**src/rtl/exposure_sequencer.sv**
```systemverilog
// Capture sequencer for the pixel array: Erase, Expose for the latched time,
// then a two-row readout with ADC strobes. Busy blocks upstream changes.
module exposure_sequencer #(
  parameter int unsigned CLK_PER_MS = 1,
  parameter int unsigned ERASE_MS   = 2,
  parameter int unsigned EXP_MIN    = 2,
  parameter int unsigned EXP_MAX    = 30
) (
  input  logic       Clk,
  input  logic       Reset,
  input  logic       Init,
  input  logic       Abort,
  input  logic [4:0] Exp_Time,
  output logic       Erase,
  output logic       Expose,
  output logic       NRE_1,
  output logic       NRE_2,
  output logic       ADC,
  output logic       Busy,
  output logic       Done
);

  localparam int unsigned CNT_W     = 21;
  localparam int unsigned EXP_W     = 5;
  localparam int unsigned ERASE_CYC = ERASE_MS * CLK_PER_MS;
  localparam int unsigned READ_CYC  = 2 * CLK_PER_MS;

  typedef enum logic [2:0] {
    S_IDLE,
    S_ERASE,
    S_EXPOSE,
    S_READ1,
    S_GAP,
    S_READ2,
    S_DONE
  } state_t;

  state_t           state, state_n;
  logic [CNT_W-1:0] cnt, cnt_n;
  logic [EXP_W-1:0] exp_lat;
  logic [EXP_W-1:0] exp_clamp_c;
  logic [CNT_W-1:0] expose_cyc_c;

  // Clamp the incoming exposure time into the legal window
  always_comb begin
    exp_clamp_c = Exp_Time;
    if (Exp_Time < EXP_W'(EXP_MIN)) begin
      exp_clamp_c = EXP_W'(EXP_MIN);
    end else if (Exp_Time > EXP_W'(EXP_MAX)) begin
      exp_clamp_c = EXP_W'(EXP_MAX);
    end
  end

  assign expose_cyc_c = CNT_W'(exp_lat) * CNT_W'(CLK_PER_MS);

  // Next state; the phase counter is reloaded with (length - 1) on each entry
  always_comb begin
    state_n = state;
    cnt_n   = (cnt != '0) ? cnt - CNT_W'(1) : cnt;
    case (state)
      S_IDLE: begin
        cnt_n = '0;
        if (Init) begin
          state_n = S_ERASE;
          cnt_n   = CNT_W'(ERASE_CYC - 1);
        end
      end
      S_ERASE: begin
        if (cnt == '0) begin
          state_n = S_EXPOSE;
          cnt_n   = expose_cyc_c - CNT_W'(1);
        end
      end
      S_EXPOSE: begin
        if (cnt == '0) begin
          state_n = S_READ1;
          cnt_n   = CNT_W'(READ_CYC - 1);
        end
      end
      S_READ1: begin
        if (cnt == '0) begin
          state_n = S_GAP;
          cnt_n   = CNT_W'(CLK_PER_MS - 1);
        end
      end
      S_GAP: begin
        if (cnt == '0) begin
          state_n = S_READ2;
          cnt_n   = CNT_W'(READ_CYC - 1);
        end
      end
      S_READ2: begin
        if (cnt == '0) begin
          state_n = S_DONE;
          cnt_n   = '0;
        end
      end
      S_DONE: begin
        state_n = S_IDLE;
        cnt_n   = '0;
      end
      default: begin
        state_n = S_IDLE;
        cnt_n   = '0;
      end
    endcase
    // DONE always completes so the Done pulse is never truncated
    if (Abort && (state != S_IDLE) && (state != S_DONE)) begin
      state_n = S_IDLE;
      cnt_n   = '0;
    end
  end

  // State register with outputs decoded from the state being entered
  always_ff @(posedge Clk or negedge Reset) begin
    if (!Reset) begin
      state   <= S_IDLE;
      cnt     <= '0;
      exp_lat <= EXP_W'(EXP_MIN);
      Erase   <= 1'b0;
      Expose  <= 1'b0;
      NRE_1   <= 1'b1;
      NRE_2   <= 1'b1;
      ADC     <= 1'b0;
      Busy    <= 1'b0;
      Done    <= 1'b0;
    end else begin
      state <= state_n;
      cnt   <= cnt_n;
      if ((state == S_IDLE) && Init) begin
        exp_lat <= exp_clamp_c;
      end
      Erase  <= (state_n == S_ERASE);
      Expose <= (state_n == S_EXPOSE);
      NRE_1  <= (state_n != S_READ1);
      NRE_2  <= (state_n != S_READ2);
      ADC    <= ((state_n == S_READ1) || (state_n == S_READ2)) && (cnt_n == '0);
      Busy   <= (state_n != S_IDLE);
      Done   <= (state_n == S_DONE);
    end
  end

endmodule

```
**config.mk**
```make
export PLATFORM = sky130hd
export DESIGN_NAME = exposure_sequencer
export DESIGN_NICKNAME = d
export VERILOG_FILES = /design/src/rtl/exposure_sequencer.sv
export SDC_FILE = /design/constraint.sdc
export NUM_CORES = 1
export LEC_CHECK = 0
export BUFFER_PORTS_ARGS = -buffer_cell sky130_fd_sc_hd__buf_2
export CAP_MARGIN = 20
export CORE_MARGIN = 4
export CORE_UTILIZATION = 45
export CTS_CLUSTER_DIAMETER = 60
export DETAILED_ROUTE_END_ITERATION = 7
export GPL_TIMING_DRIVEN = 0
export SLEW_MARGIN = 20
export SYNTH_ARGS = -nofsm -noshare
export SYNTH_HDL_FRONTEND = slang
export SYNTH_SLANG_ARGS = --single-unit
export TNS_END_PERCENT = 10
```
**constraint.sdc**
```tcl
create_clock -name Clk -period 6.4 [get_ports Clk]
set_input_delay 0.64 -clock Clk [delete_from_list [all_inputs] [get_ports Clk]]
set_output_delay 0.64 -clock Clk [all_outputs]
set_load 0.02 [all_outputs]
```
==> key figures <==
Layout
  – Multi-input combinational cell area: 0.00115 mm²
  – Layout area overhead: 11.3%
  – Fraction of layout cells with a size suffix above 1: 20.6%
  – Reg area: 905 µm²
  – Post-layout util: ~53%
  – Antenna cell count: 0
  – FILL cells: 429
  – # nets final: approximately 260

Timing
  – Sum Neg Setup Slack: 0 ps
  – Fmax achieved: 321 MHz
  – Worst clock skew: ~7.5 ps
  – Worst rel slew slack: 30.6%
  – Final setup vio count: 0
  – Slew @ Worst Pin: around 1000 ps
  – Min Tclk post-route: 3110 ps
  – RSZ-0062 raised after global routing: no
  – Final worst setup slack: 3290 ps
  – Worst hold margin: 438 ps
  – Final hold vios: 0
  – Post-route clock period utilization: between 40 and 50%
  – Final Slew Violations: 0

Clocking
  – Post-CTS Hold Buffers: 0
  – CTS Root Cell: clkbuf_8
  – Sink Count: 36
  – Num CTS Buffers: 5
  – Reg clk slew, reported paths: 80 ps
  – CTS tree: built
  – # Post-CTS Setup Buffers: 0
  – Worst-skew pair later-pin latency: 290 ps
  – Post-cts sizing count: 0
  – H-Tree Level Count: 2
  – Max clock buf depth: 2

Worst setup path
  – Arrival time worst endpoint: 3310 ps
  – WS Path Type: register to register
  – CP endpoint kind: register
  – Crit-path max cell delay: 480 ps
  – Crit-path cells: inv_1, ha_1, nor3b_2, nand4_4, xnor2_1, or4_1, o21ai_0, or4b_1, nor4_2
  – Max FO, Critical Path: 5
  – Kind of start point of the critical path: register
  – Worst EP required: 6600 ps
  – Worst path slowest cell: or4_1

Logic synthesis
  – Area of the mapped netlist: roughly 0.0022 mm²
  – Post-Syn Nets: between 200 and 250
  – Sequential area share after synthesis: 42.0%
  – YS warnings: 0
  – Number of synthesized flops with an enable pin: 0
  – Most common cell in the synthesized netlist: dfrtp_1
  – Synth Area in XOR/XNOR: 6.91%
  – Adder-Cell Fraction of Synth Area: 1.16%
  – Synth area leaders: dfrtp_1 (38%), nor3_1 (4.2%), xnor2_1 (4.1%), nand2_1 (3.8%), dfstp_2 (3.7%)
  – Compound-cell area share of the yosys netlist: 14.1%
  – Post-Synth Simple-Gate Area: 29.3%
  – Mean Syn Cell Area: 9.37 µm²
  – FFs w/ async S/R, synth: 100%
  – Yosys cell types: 53
  – Most frequent cells after synthesis: dfrtp_1 (33), nand2_1 (22), nor2_1 (20), nor3_1 (18), o21ai_0 (15)
  – Mux share of post-synthesis cell area: 2.09%
  – Dominant synthesized flop cell: dfrtp_1
  – #FFs+latches synth: 36
  – Area leader, netlist: dfrtp_1
  – Synth top area share: 38.3%
  – Synthesized instance count: between 200 and 250
  – Combinational family with the most area after synthesis: simple AND/OR/NAND/NOR gates

Floorplanning
  – Die width: 77.2 µm
  – Die height: 77.2 µm
  – IO Count: 16
  – Die Area: slightly below 0.006 mm²
  – Core area: ~0.0045 mm²
  – Starting density of the core: 47.9%
  – Row count: 24

Global route
  – First-pass GRT wire length: 8350 µm
  – Pin count of the biggest net entering global routing: 37
  – Number of global-route vias before repair: between 1500 and 2000
  – Aggregate global routing overflow: 0
  – Initial antenna violation count: 0
  – All-Layer GR Usage: 17.4%

Place
  – Placer's final routability congestion estimate: 0.811
  – IO Port Bufs: 14
  – Post-DP HPWL: 3430 µm
  – Post-Place Setup Slack: 3300 ps

Detailed routing
  – Routed wire length: about 4700 µm
  – Vias: 1775
  – Number of routed nets with antenna violations: 0
  – Drt wl/cell: 15.3 µm
  – 1st-iter DRT viols: 120
  – Vias per cell: between 5 and 6
  – Drt first pass iters: 4
  – DRC errors left: 0

Power
  – Sw frac: 46.6%
  – Total power draw: approximately 1500 µW
  – Comb pwr share: 60.1%
  – Clk pwr share: 13.5%
  – Psw: 685 µW
  – P_int: 785 µW
  – VDD IR-drop max: ~0.00019 V
  – Pleak: 0.00107 µW
  – Power Density: 613 mW/mm²
  – Part of the power in registers: a little over a quarter

Hold path
  – Worst hold path class: primary input to asynchronous set/reset pin

Flow run
  – Max Cap Viol: 0

Status
  – Status: completed
==> worst paths after layout <==
kind | start | to | slack (ps) | cells past startpoint
worst max-delay path | cnt[0]$_DFF_PN0_ | ADC$_DFF_PN0_ | 3290 | 9
worst min-delay path | Reset | Busy$_DFF_PN0_ | 440 | 1
worst max register to register | cnt[0]$_DFF_PN0_ | ADC$_DFF_PN0_ | 3290 | 9
worst min register to register | cnt[19]$_DFF_PN0_ | cnt[19]$_DFF_PN0_ | 530 | 1
max in group asynchronous | Reset | cnt[10]$_DFF_PN0_ | 5450 | 1
min in group Clk | cnt[19]$_DFF_PN0_ | cnt[19]$_DFF_PN0_ | 530 | 1
==> state kept, by name, indices dropped and copies added (netlist names) <==
register / count
cnt: 21
exp_lat: 5
state: 3
ADC: 1
Busy: 1
Done: 1
Erase: 1
Expose: 1
NRE_1: 1
NRE_2: 1
==> worst max-delay path: cells and delay by family, from the launching register on <==
family / cells / cell delay, ps
and+or+nand+nor: 5 / 1840
AOI/OAI and AO/OA: 1 / 230
buffers and inverters: 1 / 80
DFF: 1 / 430
adders and majority gates: 1 / 230
xor gates and xnor gates: 1 / 200
==> cell families after synthesis <==
group | after synthesis
flops | 36
buf+inv | 20
xor+xnor | 17
simple gates | 105
fa+ha+maj | 2
compound gates | 46
mux | 4
==> power groups by stage <==
stage / Combinational, µW / Clock [µW] / Sequential, µW
floorplan: 700 / 0 / 385
global placement: 884 / 0 / 391
detailed placement: 884 / 0 / 391
CTS: 889 / 205 / 388
global route: 991 / 219 / 401
finish: 884 / 198 / 387
==> cell usage in the layout (no fill, tap or decap), types with 3 or more instances in the layout <==
| cell | instances |
|---|---|
| nor4_1 | 4 |
| buf_2 | 18 |
| a211oi_1 | 5 |
| clkbuf_8 | 5 |
| nor2_1 | 20 |
| nand2b_1 | 3 |
| nor3_1 | 18 |
| xnor2_1 | 10 |
| xor2_1 | 7 |
| dfstp_2 | 3 |
| nor4_4 | 3 |
| mux2_2 | 4 |
| clkbuf_1 | 5 |
| nand3_1 | 11 |
| a21oi_1 | 11 |
| o21ai_0 | 15 |
| nand2_1 | 22 |
| dfrtp_1 | 33 |
| inv_1 | 9 |
==> per-stage QoR <==
step	instance area, µm²	instances
global route	2400	304
finish	2400	304
CTS	2400	304
floorplan	2160	230
global placement	2290	296
detailed placement	2290	296
==> layout make-up <==
type / count / share of cell area [%]
multi-input combinational: 174 / 48.1
sequential: 36 / 37.7
clock buffer: 6 / 3.03
timing repair buffer: 14 / 2.92
tap: 52 / 2.71
buffer: 11 / 2.61
clock inverter: 2 / 1.46
inverter: 9 / 1.41
==> layer usage <==
layer | global-route usage (%) | vias to the layer above | part of all wire [%]
met5 | 0 | - | 0
met4 | 4.27 | 0 | 1.4
met3 | 4.33 | 8 | 4.3
met2 | 24.9 | 47 | 44
met1 | 26.2 | 847 | 50
li1 | - | 873 | -
Note: power is estimated with default switching activity, not from simulation.
